File: src/rtl/instr_fetch.sv
// Instruction fetch: drives next-PC, issues single-outstanding memory reads, buffers words in a 2-entry FIFO.
// Optional FETCH_PC_TAG_EN adds a per-entry PC tag and the instr_pc output.
module instr_fetch #(
    parameter int PC_WIDTH    = 16,
    parameter int INSTR_WIDTH = 32,
    parameter int PC_STEP     = 4
) (
    input  logic                   clock,
    input  logic                   reset,
    input  logic [PC_WIDTH-1:0]    current,
    output logic [PC_WIDTH-1:0]    next,
    input  logic                   redirect,
    input  logic [PC_WIDTH-1:0]    redirect_target,
    output logic                   mem_req,
    output logic [PC_WIDTH-1:0]    mem_addr,
    input  logic                   mem_ack,
    input  logic [INSTR_WIDTH-1:0] mem_rdata,
    output logic                   instr_valid,
    input  logic                   instr_ready,
    output logic [INSTR_WIDTH-1:0] instr
`ifdef FETCH_PC_TAG_EN
    ,
    output logic [PC_WIDTH-1:0]    instr_pc
`endif
);

    localparam logic [1:0] S_IDLE = 2'd0;
    localparam logic [1:0] S_BUSY = 2'd1;
    localparam logic [1:0] S_DROP = 2'd2;

    localparam logic [PC_WIDTH-1:0] STEP = PC_WIDTH'(PC_STEP);

    logic [1:0]             state_q, state_d;
    logic                   req_q, req_d;
    logic [PC_WIDTH-1:0]    addr_q, addr_d;
    logic [1:0]             count_q, count_d;
    logic                   rd_ptr_q, rd_ptr_d;
    logic [INSTR_WIDTH-1:0] data_q [2];
    logic [INSTR_WIDTH-1:0] data_d [2];
`ifdef FETCH_PC_TAG_EN
    logic [PC_WIDTH-1:0]    tag_q [2];
    logic [PC_WIDTH-1:0]    tag_d [2];
`endif

    logic       pop, push, ack_ok, space, wr_ptr;
    logic [1:0] count_after;

    always_comb begin
        ack_ok      = (state_q == S_BUSY) && req_q && mem_ack;
        pop         = (count_q != 2'd0) && instr_ready;
        push        = ack_ok && !redirect;
        count_after = count_q - {1'b0, pop} + {1'b0, push};
        // count never exceeds 2, so bit 1 set means the FIFO would be full
        space       = !count_after[1];
        wr_ptr      = rd_ptr_q ^ count_q[0];
    end

    always_comb begin
        if (redirect)    next = redirect_target;
        else if (ack_ok) next = current + STEP;
        else             next = current;
    end

    always_comb begin
        state_d = state_q;
        req_d   = req_q;
        addr_d  = addr_q;
        case (state_q)
            S_IDLE: begin
                if (!redirect && space) begin
                    state_d = S_BUSY;
                    req_d   = 1'b1;
                    addr_d  = current;
                end
            end
            S_BUSY: begin
                if (mem_ack) begin
                    if (redirect || !space) begin
                        state_d = S_IDLE;
                        req_d   = 1'b0;
                    end else begin
                        addr_d = addr_q + STEP;
                    end
                end else if (redirect) begin
                    state_d = S_DROP;
                end
            end
            S_DROP: begin
                // the outstanding response is consumed and thrown away
                if (mem_ack) begin
                    state_d = S_IDLE;
                    req_d   = 1'b0;
                end
            end
            default: begin
                state_d = S_IDLE;
                req_d   = 1'b0;
            end
        endcase
    end

    always_comb begin
        data_d   = data_q;
        rd_ptr_d = rd_ptr_q;
        count_d  = count_after;
`ifdef FETCH_PC_TAG_EN
        tag_d    = tag_q;
`endif
        if (push) begin
            data_d[wr_ptr] = mem_rdata;
`ifdef FETCH_PC_TAG_EN
            tag_d[wr_ptr]  = addr_q;
`endif
        end
        if (pop) rd_ptr_d = !rd_ptr_q;
        if (redirect) count_d = 2'd0;
    end

    always_ff @(posedge clock or negedge reset) begin
        if (!reset) begin
            state_q  <= S_IDLE;
            req_q    <= 1'b0;
            addr_q   <= '0;
            count_q  <= 2'd0;
            rd_ptr_q <= 1'b0;
            data_q   <= '{default: '0};
`ifdef FETCH_PC_TAG_EN
            tag_q    <= '{default: '0};
`endif
        end else begin
            state_q  <= state_d;
            req_q    <= req_d;
            addr_q   <= addr_d;
            count_q  <= count_d;
            rd_ptr_q <= rd_ptr_d;
            data_q   <= data_d;
`ifdef FETCH_PC_TAG_EN
            tag_q    <= tag_d;
`endif
        end
    end

    assign mem_req     = req_q;
    assign mem_addr    = addr_q;
    assign instr_valid = (count_q != 2'd0);
    assign instr       = data_q[rd_ptr_q];
`ifdef FETCH_PC_TAG_EN
    assign instr_pc    = tag_q[rd_ptr_q];
`endif

endmodule

File: config.mk
export PLATFORM = sky130hd
export DESIGN_NAME = instr_fetch
export DESIGN_NICKNAME = d
export VERILOG_FILES = /design/src/rtl/instr_fetch.sv
export SDC_FILE = /design/constraint.sdc
export NUM_CORES = 1
export LEC_CHECK = 0
export CORE_UTILIZATION = 52
export DETAILED_ROUTE_END_ITERATION = 12
export PLACE_DENSITY = 0.86
export SLEW_MARGIN = 15
export SYNTH_ARGS = -nofsm -noshare
export SYNTH_HDL_FRONTEND = slang
export SYNTH_SLANG_ARGS = --single-unit
File: constraint.sdc
create_clock -name clock -period 5.5 [get_ports clock]
set_clock_uncertainty 0.2 [all_clocks]
set_input_delay 1.1 -clock clock [delete_from_list [all_inputs] [get_ports clock]]
set_output_delay 1.1 -clock clock [all_outputs]
set_load 0.02 [all_outputs]
=== Yosys cells after proc, flatten, opt, wreduce, memory -nomap -nowiden ===
Cells that the tools add are included.

* Equality and inequality tests: 9
* Multiply operators: 0
* Order comparisons: 3
* Add/sub/neg operators: 4
* Divide/modulo/power cells: 0
* Mux-type cells: 24
* Reductions and logical operators: 16
* Shift-type cells: 0
* Bitwise operators: 3

{| class="wikitable"
|+ Operator list
! kind !! number
|-
| 2-to-1 mux 32 bit || 4
|-
| 2-to-1 mux 16 bit || 5
|-
| bitwise mux 64 bit || 1
|-
| adder 16 x 3 -> 16 bit (second input constant) || 2
|-
| demux 32 bit (select 1 bit) || 1
|-
| one-hot mux 16 bit (2 select lines) || 1
|-
| 2-to-1 mux 2 bit || 6
|-
| AND reduction 4 bit || 3
|-
| inequality test 2 bit (second input constant) || 4
|-
| logical AND 1 bit || 6
|-
| one-hot mux 2 bit (3 select lines) || 1
|-
| >= comparator 2 bit (second input constant) || 2
|-
| 2-to-1 mux 1 bit || 4
|-
| NOT 1 -> 2 bit || 2
|-
| nonzero test 2 bit || 2
|-
| logical NOT 1 bit || 3
|-
| inequality test 3 x 2 -> 1 bit (second input constant) || 1
|-
| inequality test 3 bit (second input constant) || 1
|-
| one-hot mux 1 bit (3 select lines) || 1
|-
| adder 2 x 1 -> 2 bit || 1
|-
| equality test 2 x 1 -> 1 bit (second input constant) || 1
|-
| equality test 2 bit (second input constant) || 1
|-
| logical NOT 2 bit || 1
|-
| < comparator 2 x 1 -> 1 bit (second input constant) || 1
|-
| other kinds (4) || 4
|}

* Flip-flop bits (word level): 86
* Logic and storage cells: 66
* Output and inout port bits: 66
* Bits in latches: 0
* Memory bits (writable): 0
* ROM bits: 0
* Bits of input ports: 69
* Memories kept: 0

=== Logic depth before layout (Yosys ltp) ===
* Depth in word-level cells: 9
* Mapped depth: 11
* Mapped depth without buffers: 9

=== Least setup slack after synthesis ===
OpenSTA, ideal clock, no wires.

* Kind: input -> output
* From: input mem_ack
* To: output next[15]
* Data required time: 4.200 ns
* Path slack: 1.769 ns
* Data arrival time: 2.431 ns
* Path buffers: 1
* Cell stages on the path: 5
* Path through: and4b_1 > buf_6 > nand4_4 > or4_1 > a31oi_1

* Longest elaborated chain between the ends: 3

{| class="wikitable"
|+ RTL lines
! element !! line !! source
|-
| start, declared || 16 || <nowiki>input logic mem_ack,</nowiki>
|-
| logical AND 1 bit || 49 || <nowiki>ack_ok = (state_q == S_BUSY) && req_q && mem_ack;</nowiki>
|-
| 2-to-1 mux 16 bit || 60 || <nowiki>else if (ack_ok) next = current + STEP;</nowiki>
|-
| 2-to-1 mux 16 bit || 59 || <nowiki>if (redirect) next = redirect_target;</nowiki>
|-
| end, declared || 11 || <nowiki>output logic [PC_WIDTH-1:0] next,</nowiki>
|}

No other way between the ends.

=== Worst setup path after layout ===
* From: input mem_ack
* To: output next[12]

Same word-level chain as after synthesis.

==> flow_summary.yaml <==
status:
  status: "finished clean"
logic_synthesis:
  synthAdderAreaFrac: 0.0107
  ys_types: 46
  synth_xor_area_frac: 0.0218
  yosysSeqAreaShare: 0.462
  synth_warnings: 0
  synth-simple-area-share: 0.106
  synthMuxAreaShare: 0.272
  ys.flop_type: "dfrtp_1"
  synth_edf_count: 0
  synth_top_family_by_area: "multiplexers"
  synth_area_sq_um: 4660
  synth-compound-area-share: 0.0817
  ys_seq_elements: 86
  syn_avg_cell_area_sq_um: 12.1
  syn_nets: 457
  synth_async_sr_flop_share: 1.00
  syn_inst: 384
layout:
  fin_util: 0.713
  layout-drive-gt1-share: 0.242
  finalNetCount: 580
  antennaDiodeCount: 0
  area_growth_pct: 32.9
  fillCellCount: 640
power_and_ir_drop:
  seq_power_share: 0.340
  powerDensity_nw_per_um2: 560
  ir_drop_v: 0.000188
  clkPwrFrac: 0.142
  swShare: 0.359
  pwr-share-comb: 0.518
  p_switching_uw: 1240
  p_int_uw: 2220
  power.leakage_uw: 0.00270
route:
  via_count: 3453
  drtAntennaViolNets: 0
  drtIter0Drc: 74
  drc: 0
  vias_per_cell: 5.57
  firstDrtPassIters: 6
  routedWlPerCell_um: 17.2
  routed_wl_mm: 10.6
min_path:
  hold_path_class: "reg2reg"
placed_design:
  port_buffers: 134
  place.gp.congestion: 0.826
  dp_hpwl_mm: 7.46
  place_ws_ps: 521
cts:
  htreeDepth: 3
  cts.sinks: 86
  cts_max_path_buffers: 2
  cts_hold_buf: 0
  clk_pin_slew_ps: 80
  cts_tree: "built"
  clkLatencyLatePin_ps: 350
  root_buffer: "clkbuf_8"
  post_cts_buffers: 0
  cts-resized-gates: 0
  cts_buffers: 9
timing:
  grt_setup_unrepaired: "false"
  fin_setup_tns_ps: 0
  maxSlewViolCount: 0
  period_share: 0.912
  slew_headroom: 0.262
  worstMarginPinSlew_ps: 1110
  hold_viol: 0
  setup_violations: 0
  fmax_mhz: 199
  period_needed_ps: 5020
  timing.final.ws_setup_ps: 484
setup_path:
  critical_path_required_ps: 4200
  path_max_fanout: 9
  path_class: "in2out"
  arrival_ps: 3720
  end_kind: "output pin"
  cp-start-kind: "input port"
floorplanning:
  die_h_um: 96.6
  ios: 135
  fp.dieW_um: 96.6
  num_rows: 34
  dieArea_sq_um: 9340
  initial_core_util: 0.537
  core-area_sq_um: 8680
global_route:
  grt_pass1_wl_mm: 18.0
  grt.overflow.total: 0
  grt_max_degree: 87
  grt_util_all_layers: 0.236
  grt_pass1_vias: 3700
  antenna_found_initial: 0
flow_run:
  maxCapViolCount: 0
-- flip-flops by register name (all words and copies together) (netlist names) --
name / count
state_q: 2
mem_addr: 16
rd_ptr_q: 1
count_q: 2
mem_req: 1
data_q: 64
-- cells by family after synthesis --
family          Yosys count
fa+ha+maj                 4
flops                    86
compound gates           62
mux                     103
buf+inv                  30
simple gates             89
xor+xnor                 10
-- area by class of cell --
cell class | count | area, sq um | area share
Inverter | 4 | 15.0 | 0.00243
Clock buffer | 11 | 141 | 0.0228
Clock inverter | 5 | 82.6 | 0.0133
Sequential cell | 86 | 2150 | 0.348
Tap cell | 108 | 135 | 0.0218
Multi-Input combinational cell | 268 | 2290 | 0.371
Timing Repair Buffer | 138 | 1370 | 0.221
-- layout by cell type (no fill, tap or decap), drive strengths merged, types with 2 or more instances in the layout --
| cell | instances |
|---|---|
| a31oi | 7 |
| o21ai | 19 |
| mux2 | 100 |
| a22oi | 2 |
| clkinv | 4 |
| a2bb2oi | 7 |
| xor2 | 9 |
| and4 | 3 |
| inv | 3 |
| mux2i | 3 |
| a21oi | 14 |
| and2 | 3 |
| nand2b | 4 |
| clkbuf | 11 |
| ha | 4 |
| or4 | 4 |
| o22ai | 6 |
| nor2 | 13 |
| or2 | 2 |
| bufinv | 2 |
| dfrtp | 86 |
| nand4 | 7 |
| nand3 | 13 |
| and3 | 6 |
| buf | 5 |
| o31ai | 4 |
| nor2b | 4 |
| or3 | 2 |
| nand2 | 24 |
| clkdlybuf4s50 | 133 |
-- synth_stat cells (2+ instances only) --
library cell  instances  share of area
xor2_1                9          0.017
inv_1                 3         0.0024
or3_1                 2         0.0027
buf_12                3          0.013
nand4_1               5         0.0067
a21oi_1              14          0.015
and2_1                3         0.0040
buf_6                 6          0.015
nand2_1              24          0.019
nor2_1               12         0.0097
a31oi_1               7         0.0094
or4_1                 4         0.0064
nand3_1              12          0.013
o21ai_0              19          0.020
mux2_1                2         0.0048
mux2_4               30          0.097
o22ai_1               6         0.0081
o31ai_1               4         0.0064
a2bb2oi_1             7          0.013
and3_1                6         0.0081
clkbuf_1             15          0.012
nor2b_1               4         0.0054
ha_1                  4          0.011
and4_1                3         0.0056
a22oi_1               2         0.0032
dfrtp_1              86           0.46
mux2_2               68           0.16
mux2i_1               3         0.0064
nand2b_1              4         0.0054
-- stage by stage --
step | hold WS [ps] | instance area (sq um) | std cells | power [uW]
4_1_cts | 301 | 6190 | 620 | 3490
6_report | 298 | 6190 | 620 | 3470
5_1_grt | 319 | 6190 | 620 | 3660
2_1_floorplan | 259 | 4660 | 384 | 2270
3_5_place_dp | 281 | 5970 | 604 | 2980
3_3_place_gp | 269 | 5970 | 604 | 2920
-- final timing paths --
path | from | endpoint | slack [ps] | depth (start not counted)
setup / recovery | mem_ack | next[12] | 480 | 6
hold / removal | data_q[1] | data_q[1] | 300 | 1
setup reg to reg | state_q[1] | mem_addr[2] | 2510 | 9
hold reg to reg | data_q[1] | data_q[1] | 300 | 1
max in group asynchronous | reset | mem_addr[8] | 3680 | 1
min in group asynchronous | reset | data_q[25] | 750 | 1
-- critical path, cell delays in order --
cell and delay, ps:
clkdlybuf4s50_1 580, and4b_1 470, nand2_1 200, or4_1 520
a31oi_1 220, clkdlybuf4s50_1 630
-- power groups by stage --
stage / logic (uW) / clock network (uW) / registers [uW]
detailed placement: 1800 / 0 / 1180
global placement: 1770 / 0 / 1150
finish: 1800 / 491 / 1180
floorplan: 1110 / 0 / 1160
global route: 1910 / 525 / 1230
CTS: 1810 / 502 / 1180
-- per-layer routing --
layer  wire length [um]  GRT usage  part of all wire  vias to the layer above
met5                  0          0                 0                        -
met1               4690      0.298              0.44                     1683
met3                644     0.0520             0.061                        7
met2               5220      0.408              0.49                      123
li1                   -          -                 -                     1640
met4                 92     0.0654            0.0086                        0
No activity file was read; power rests on OpenSTA's default activity.
